$ cat config.mk
export PLATFORM = sky130hd
export DESIGN_NAME = counter_sweep_ctrl
export DESIGN_NICKNAME = d
export VERILOG_FILES = /design/src/rtl/counter_sweep_ctrl.sv
export SDC_FILE = /design/constraint.sdc
export NUM_CORES = 1
export LEC_CHECK = 0
export ABC_AREA = 1
export BUFFER_PORTS_ARGS = -buffer_cell sky130_fd_sc_hd__buf_2
export CORE_UTILIZATION = 52
export DETAILED_ROUTE_END_ITERATION = 10
export PLACE_DENSITY_LB_ADDON = 0.3
export SETUP_SLACK_MARGIN = 0.2
export SYNTH_ARGS = -nofsm -noshare
export SYNTH_HDL_FRONTEND = slang
export SYNTH_SLANG_ARGS = --single-unit
$ cat constraint.sdc
create_clock -name clk -period 2.2 [get_ports clk]
set_clock_uncertainty 0.15 [all_clocks]
set_input_delay 0.22 -clock clk [delete_from_list [all_inputs] [get_ports clk]]
set_output_delay 0.22 -clock clk [all_outputs]
set_load 0.005 [all_outputs]
$ cat src/rtl/counter_sweep_ctrl.sv
// counter_sweep_ctrl
//   Sequencer for an external n-bit up/down/load counter. It runs triangle
//   sweeps lo -> hi -> lo a programmed number of times by driving the counter's
//   load_en / counter_in / up_down inputs and watching its counter_out.
//   The counter has no enable, so "hold" means loading its own current value.
//
//   Optional feature macro: SWEEP_CTRL_DWELL_EN
//     When defined, each turnaround (the hi turnaround and every non-final lo
//     turnaround) is held so the turnaround value is seen for DWELL_CYCLES+1
//     cycles. The last DWELL cycle already issues the new direction.
//     When undefined there is no DWELL state and DWELL_CYCLES is unused.
//
// Ports
//   clk           in   rising-edge clock
//   reset_n       in   asynchronous active-low reset
//   start         in   run request, sampled only in IDLE
//   abort         in   stop the current run (LOAD/UP/DOWN/DWELL only)
//   lo_bound      in   sweep low endpoint, latched at start
//   hi_bound      in   sweep high endpoint, latched at start
//   num_sweeps    in   number of full lo->hi->lo sweeps, latched at start
//   cnt_value     in   counter_out feedback
//   cnt_load_en   out  counter load_en
//   cnt_load_val  out  counter counter_in
//   cnt_up_down   out  counter up_down (1 = up)
//   busy          out  high in every state except IDLE
//   done          out  one-cycle pulse (the DONE state)
//   err           out  one-cycle pulse after a rejected start
//   sweeps_done   out  completed sweeps of the current/last run
//   dbg_state_o   out  current FSM state encoding
//
// Handshake: start is a level sampled on each rising edge while IDLE; a valid
// request is accepted on that edge (busy rises next cycle), an invalid one
// yields err in the following cycle. start is ignored whenever busy is high.
module counter_sweep_ctrl #(
   parameter int CNT_WIDTH    = 3,
   parameter int SWEEP_WIDTH  = 4,
   parameter int DWELL_CYCLES = 2
) (
   input  logic                   clk,
   input  logic                   reset_n,
   input  logic                   start,
   input  logic                   abort,
   input  logic [CNT_WIDTH-1:0]   lo_bound,
   input  logic [CNT_WIDTH-1:0]   hi_bound,
   input  logic [SWEEP_WIDTH-1:0] num_sweeps,
   input  logic [CNT_WIDTH-1:0]   cnt_value,
   output logic                   cnt_load_en,
   output logic [CNT_WIDTH-1:0]   cnt_load_val,
   output logic                   cnt_up_down,
   output logic                   busy,
   output logic                   done,
   output logic                   err,
   output logic [SWEEP_WIDTH-1:0] sweeps_done,
   output logic [2:0]             dbg_state_o
);

   if (DWELL_CYCLES < 1) begin : g_bad_dwell
      $error("DWELL_CYCLES must be at least 1");
   end

   typedef enum logic [2:0] {
      S_IDLE  = 3'd0,
      S_LOAD  = 3'd1,
      S_UP    = 3'd2,
      S_DOWN  = 3'd3,
`ifdef SWEEP_CTRL_DWELL_EN
      S_DWELL = 3'd5,
`endif
      S_DONE  = 3'd4
   } state_t;

   state_t                 state_q, state_d;
   logic [CNT_WIDTH-1:0]   lo_q, lo_d;
   logic [CNT_WIDTH-1:0]   hi_q, hi_d;
   logic [SWEEP_WIDTH-1:0] num_q, num_d;
   logic [SWEEP_WIDTH-1:0] sweeps_q, sweeps_d;
   logic                   err_q, err_d;

`ifdef SWEEP_CTRL_DWELL_EN
   localparam int DWELL_W = (DWELL_CYCLES > 1) ? $clog2(DWELL_CYCLES) : 1;
   logic [DWELL_W-1:0]     dwell_q, dwell_d;
   logic                   dir_q, dir_d;   // direction to take when DWELL ends
`endif

   always_ff @(posedge clk or negedge reset_n) begin
      if (!reset_n) begin
         state_q  <= S_IDLE;
         lo_q     <= '0;
         hi_q     <= '0;
         num_q    <= '0;
         sweeps_q <= '0;
         err_q    <= 1'b0;
`ifdef SWEEP_CTRL_DWELL_EN
         dwell_q  <= '0;
         dir_q    <= 1'b0;
`endif
      end else begin
         state_q  <= state_d;
         lo_q     <= lo_d;
         hi_q     <= hi_d;
         num_q    <= num_d;
         sweeps_q <= sweeps_d;
         err_q    <= err_d;
`ifdef SWEEP_CTRL_DWELL_EN
         dwell_q  <= dwell_d;
         dir_q    <= dir_d;
`endif
      end
   end

   always_comb begin
      state_d      = state_q;
      lo_d         = lo_q;
      hi_d         = hi_q;
      num_d        = num_q;
      sweeps_d     = sweeps_q;
      err_d        = 1'b0;
      cnt_load_en  = 1'b1;        // default decode is hold
      cnt_load_val = cnt_value;
      cnt_up_down  = 1'b0;
`ifdef SWEEP_CTRL_DWELL_EN
      dwell_d      = dwell_q;
      dir_d        = dir_q;
`endif

      case (state_q)
         S_IDLE: begin
            if (start) begin
               if ((lo_bound < hi_bound) && (num_sweeps != '0)) begin
                  lo_d     = lo_bound;
                  hi_d     = hi_bound;
                  num_d    = num_sweeps;
                  sweeps_d = '0;
                  state_d  = S_LOAD;
               end else begin
                  err_d = 1'b1;
               end
            end
         end
         S_LOAD: begin
            cnt_load_val = lo_q;
            state_d      = S_UP;
         end
         S_UP: begin
            cnt_load_en = 1'b0;
            cnt_up_down = 1'b1;
            if (cnt_value >= hi_q) begin
`ifdef SWEEP_CTRL_DWELL_EN
               cnt_load_en = 1'b1;
               cnt_up_down = 1'b0;
               dwell_d     = '0;
               dir_d       = 1'b0;
               state_d     = S_DWELL;
`else
               cnt_up_down = 1'b0;   // counter turns to hi-1 at this edge
               state_d     = S_DOWN;
`endif
            end
         end
         S_DOWN: begin
            cnt_load_en = 1'b0;
            cnt_up_down = 1'b0;
            if (cnt_value <= lo_q) begin
               sweeps_d = sweeps_q + SWEEP_WIDTH'(1);
               if ((sweeps_q + SWEEP_WIDTH'(1)) == num_q) begin
                  cnt_load_en = 1'b1;    // final lo: hold and finish
                  state_d     = S_DONE;
               end else begin
`ifdef SWEEP_CTRL_DWELL_EN
                  cnt_load_en = 1'b1;
                  dwell_d     = '0;
                  dir_d       = 1'b1;
                  state_d     = S_DWELL;
`else
                  cnt_up_down = 1'b1;
                  state_d     = S_UP;
`endif
               end
            end
         end
`ifdef SWEEP_CTRL_DWELL_EN
         S_DWELL: begin
            // Last dwell cycle already moves, so the turnaround value is
            // visible for DWELL_CYCLES+1 cycles including the entry cycle.
            if (dwell_q == DWELL_W'(DWELL_CYCLES - 1)) begin
               cnt_load_en = 1'b0;
               cnt_up_down = dir_q;
               state_d     = dir_q ? S_UP : S_DOWN;
            end else begin
               dwell_d = dwell_q + DWELL_W'(1);
            end
         end
`endif
         S_DONE: begin
            state_d = S_IDLE;
         end
         default: begin
            state_d = S_IDLE;
         end
      endcase

      // Abort lets this cycle's counter decode stand but freezes the status.
      if (abort && (state_q != S_IDLE) && (state_q != S_DONE)) begin
         state_d  = S_IDLE;
         sweeps_d = sweeps_q;
      end
   end

   assign busy        = (state_q != S_IDLE);
   assign done        = (state_q == S_DONE);
   assign err         = err_q;
   assign sweeps_done = sweeps_q;
   assign dbg_state_o = state_q;

endmodule
==> run_summary.xml <==
<?xml version="1.0" encoding="UTF-8"?>
<metrics>
  <group name="clock_tree">
    <metric name="numClockSinks" unit="">18</metric>
    <metric name="clk-insertion-delay-late" unit="ns">0.30</metric>
    <metric name="cts.htree.levels" unit="">1</metric>
    <metric name="clock_tree.buffer_depth" unit="">2</metric>
    <metric name="tritoncts.num_buffers" unit="">3</metric>
    <metric name="cts_root_buf" unit="">sky130_fd_sc_hd__clkbuf_4</metric>
    <metric name="post_cts_clock_slew_at_the_launch_and_capture_registers_of_the_worst_setup_and_hold_paths" unit="ns">0.11</metric>
    <metric name="tritoncts" unit="">built</metric>
  </group>
  <group name="sta">
    <metric name="setup_tns" unit="ns">0</metric>
    <metric name="grt_setup_unrepaired" unit="">true</metric>
    <metric name="fin_crit_sh" unit="%">94.7</metric>
    <metric name="worst_pin_slew" unit="ns">0.402</metric>
    <metric name="achievable_freq" unit="MHz">480</metric>
    <metric name="fin_worst_hold_slack" unit="ns">0.0119</metric>
    <metric name="finalCriticalPeriod" unit="ns">2.08</metric>
    <metric name="report.final.hold_viol_count" unit="">0</metric>
    <metric name="worst_slack" unit="ns">0.116</metric>
    <metric name="max_transition_margin" unit="%">73.2</metric>
    <metric name="slew_viol_final" unit="">0</metric>
    <metric name="setup_viol" unit="">0</metric>
  </group>
  <group name="worst_hold_path">
    <metric name="hold_class" unit="">primary input to flop</metric>
  </group>
  <group name="critical_path">
    <metric name="max_stage_delay" unit="ns">0.43</metric>
    <metric name="critPathKind" unit="">flop to output pin</metric>
    <metric name="critPathArrivalTime" unit="ns">1.71</metric>
    <metric name="critical_path_peak_fanout" unit="">3</metric>
    <metric name="worstSetupStartpointType" unit="">flop</metric>
    <metric name="path_common_cell" unit="">sky130_fd_sc_hd__nand2_2</metric>
    <metric name="critical_path.cell_chain" unit="">ha_4, nand2_2, inv_2, o21ai_1, nor2_1, nand2_2, nor2_2, nand2_1, nand3_1, buf_2</metric>
    <metric name="critical_path.slowest_cell" unit="">sky130_fd_sc_hd__dfrtp_1</metric>
    <metric name="worst_ep_required_time" unit="ns">1.83</metric>
    <metric name="worst_setup_path_end_kind" unit="">output pin</metric>
    <metric name="r2r_slack" unit="ns">0.33</metric>
  </group>
  <group name="cells_and_area">
    <metric name="antenna_fix_cells" unit="">0</metric>
    <metric name="share_of_final_layout_standard_cells_stronger_than_drive_strength_1" unit="%">31.0</metric>
    <metric name="syn2layout_area_growth" unit="%">23.9</metric>
    <metric name="layout.cell_area.non_filler" unit="mm²">0.00156</metric>
    <metric name="post-route-util" unit="%">69.6</metric>
    <metric name="final_net_count" unit="">240</metric>
    <metric name="finish.cell_count_without_fillers" unit="">241</metric>
  </group>
  <group name="logic_synthesis">
    <metric name="yosys.cell_count.top_type" unit="">sky130_fd_sc_hd__nand2_1</metric>
    <metric name="synth_warnings" unit="">0</metric>
    <metric name="synth_top_area_cell" unit="">sky130_fd_sc_hd__dfrtp_1</metric>
    <metric name="fraction_of_registers_with_async_set_reset" unit="%">100</metric>
    <metric name="synthCells" unit="">173</metric>
    <metric name="post_synth_cell_types" unit="">18</metric>
    <metric name="netlist.area_leader.share" unit="%">35.9</metric>
    <metric name="syn-cell-area" unit="mm²">0.00125</metric>
    <metric name="seq_area_frac_synth" unit="%">35.9</metric>
    <metric name="synth_common_cells" unit="">sky130_fd_sc_hd__nand2_1, sky130_fd_sc_hd__inv_1, sky130_fd_sc_hd__nand3_1</metric>
    <metric name="number_of_enable_flip_flop_cells_after_synthesis" unit="">0</metric>
    <metric name="postSynth.topFlopCell" unit="">sky130_fd_sc_hd__dfrtp_1</metric>
    <metric name="mappedNetlistNets" unit="">199</metric>
    <metric name="synth_seq_cells" unit="">18</metric>
    <metric name="synth.avg_cell_area" unit="µm²">7.25</metric>
    <metric name="synth_area_leaders" unit="">sky130_fd_sc_hd__dfrtp_1, sky130_fd_sc_hd__nand2_1, sky130_fd_sc_hd__ha_1, sky130_fd_sc_hd__nand3_1, sky130_fd_sc_hd__inv_1</metric>
  </group>
  <group name="power_and_ir_drop">
    <metric name="power.density" unit="mW/mm²">1100</metric>
    <metric name="power.ir.vdd_worst" unit="V">0.000714</metric>
    <metric name="total_leakage_power" unit="nW">0.861</metric>
    <metric name="report.power.total" unit="mW">1.71</metric>
  </group>
  <group name="drt">
    <metric name="detail_route.iter0.violations" unit="">31</metric>
    <metric name="routed_wire_length_per_instance" unit="µm">11.9</metric>
    <metric name="route.antenna.remaining_nets" unit="">0</metric>
    <metric name="detail_route.first_pass.iterations" unit="">4</metric>
    <metric name="routed-via-count" unit="">1254</metric>
    <metric name="postRouteWirelength" unit="µm">2870</metric>
    <metric name="vias_cell" unit="">5.20</metric>
    <metric name="drc_errors" unit="">0</metric>
  </group>
  <group name="place">
    <metric name="numPlacedInstances" unit="">231</metric>
    <metric name="dp.final_hpwl" unit="µm">2150</metric>
    <metric name="port_buffers" unit="">31</metric>
    <metric name="pre_cts_ws" unit="ns">0.308</metric>
    <metric name="postPlaceCellArea" unit="mm²">0.00143</metric>
    <metric name="gp_congestion" unit="">0.844</metric>
  </group>
  <group name="floorplanning">
    <metric name="fp.dieH" unit="µm">51.1</metric>
    <metric name="die_w" unit="µm">51.1</metric>
    <metric name="initial_utilization" unit="%">56.2</metric>
    <metric name="coreArea" unit="mm²">0.00223</metric>
    <metric name="die-area" unit="mm²">0.00261</metric>
    <metric name="io_pins" unit="">32</metric>
    <metric name="core.rowCount" unit="">17</metric>
  </group>
  <group name="global_routing">
    <metric name="grtUsageTotal" unit="%">24.4</metric>
    <metric name="maximum_number_of_pins_on_one_net_before_global_route_repair" unit="">19</metric>
    <metric name="grt_pass1_wl" unit="µm">4740</metric>
    <metric name="global_route.overflow_total" unit="">0</metric>
    <metric name="antenna_found_initial" unit="">0</metric>
    <metric name="first_global_vias" unit="">1155</metric>
  </group>
  <group name="job">
    <metric name="drv.max_cap_violation_count" unit="">0</metric>
  </group>
  <group name="status">
    <metric name="result_of_the_run" unit="">finished clean</metric>
  </group>
</metrics>
==> critical path: cells and delay by family (launching register included) <==
| family | cells | cell delay, ns |
|---|---|---|
| AND/OR/NAND/NOR | 6 | 0.49 |
| flip-flops | 1 | 0.43 |
| adder cells (fa/ha/maj) | 1 | 0.29 |
| buffers and inverters | 2 | 0.15 |
| AO/OA/AOI/OAI | 1 | 0.05 |
==> sequential cells by signal, indices dropped and copies added (netlist names) <==
register,flops
num_q,4
sweeps_done,4
hi_q,3
dbg_state_o,3
err,1
lo_q,3
==> report_power, final <==
| group | total, mW | switching (mW) | internal (mW) |
|---|---|---|---|
| sequential | 0.547 | 0.0951 | 0.452 |
| clock | 0.212 | 0.111 | 0.101 |
| combinational | 0.946 | 0.555 | 0.392 |
| total | 1.71 | 0.761 | 0.945 |
==> final cells by class <==
class                      count  area (µm²)
clock buffer                   4        36.3
multi-input combinational    126         724
fill                         187         678
sequential                    18         452
inverter                      28         105
timing repair buffer          37         203
tap                           28        35.0
==> routing by layer <==
layer	track usage, %	vias up	routed length (µm)
li1	-	634	-
met1	30.1	572	1260
met2	43.0	44	1420
met3	5.06	4	164
met4	6.48	0	25
met5	0	-	0
==> final timing paths <==
path,startpoint,end,cells after the start
worst max-delay path,sweeps_done[1]$_DFFE_PN0P_,cnt_load_en,10
min in group asynchronous,reset_n,dbg_state_o[2]$_DFFE_PN0P_,2
max in group asynchronous,reset_n,sweeps_done[0]$_DFFE_PN0P_,2
worst min-delay path,hi_bound[0],hi_q[0]$_DFFE_PN0P_,3
worst max register to register,lo_q[2]$_DFFE_PN0P_,sweeps_done[0]$_DFFE_PN0P_,11
worst min register to register,hi_q[2]$_DFFE_PN0P_,hi_q[2]$_DFFE_PN0P_,2
==> kinds of logic after synthesis <==
group	count (synthesis)	synth area share [%]
adders and majority gates	9	8.97
DFF	18	35.9
buffers and inverters	29	9.27
and+or+nand+nor	98	35.9
AOI/OAI and AO/OA	19	9.97
==> cells in the final DEF (no fill, tap or decap), drive strengths merged, types with 4 or more instances in the layout <==
cell type and count:
nor2 18, buf 36, inv 28, ha 9
o21ai 13, nand4 4, clkbuf 4, dfrtp 18
nand2 53, nand3 21, a21oi 6
==> timing repair <==
item	4_1_cts	5_1_grt
pin swaps	7	5
buffers inserted	4	1
hold endpoints to repair	18	0
endpoints found under the setup margin	2	6
hold buffers	1	0
resized for setup	6	5
No activity file was read; power rests on OpenSTA's default activity.
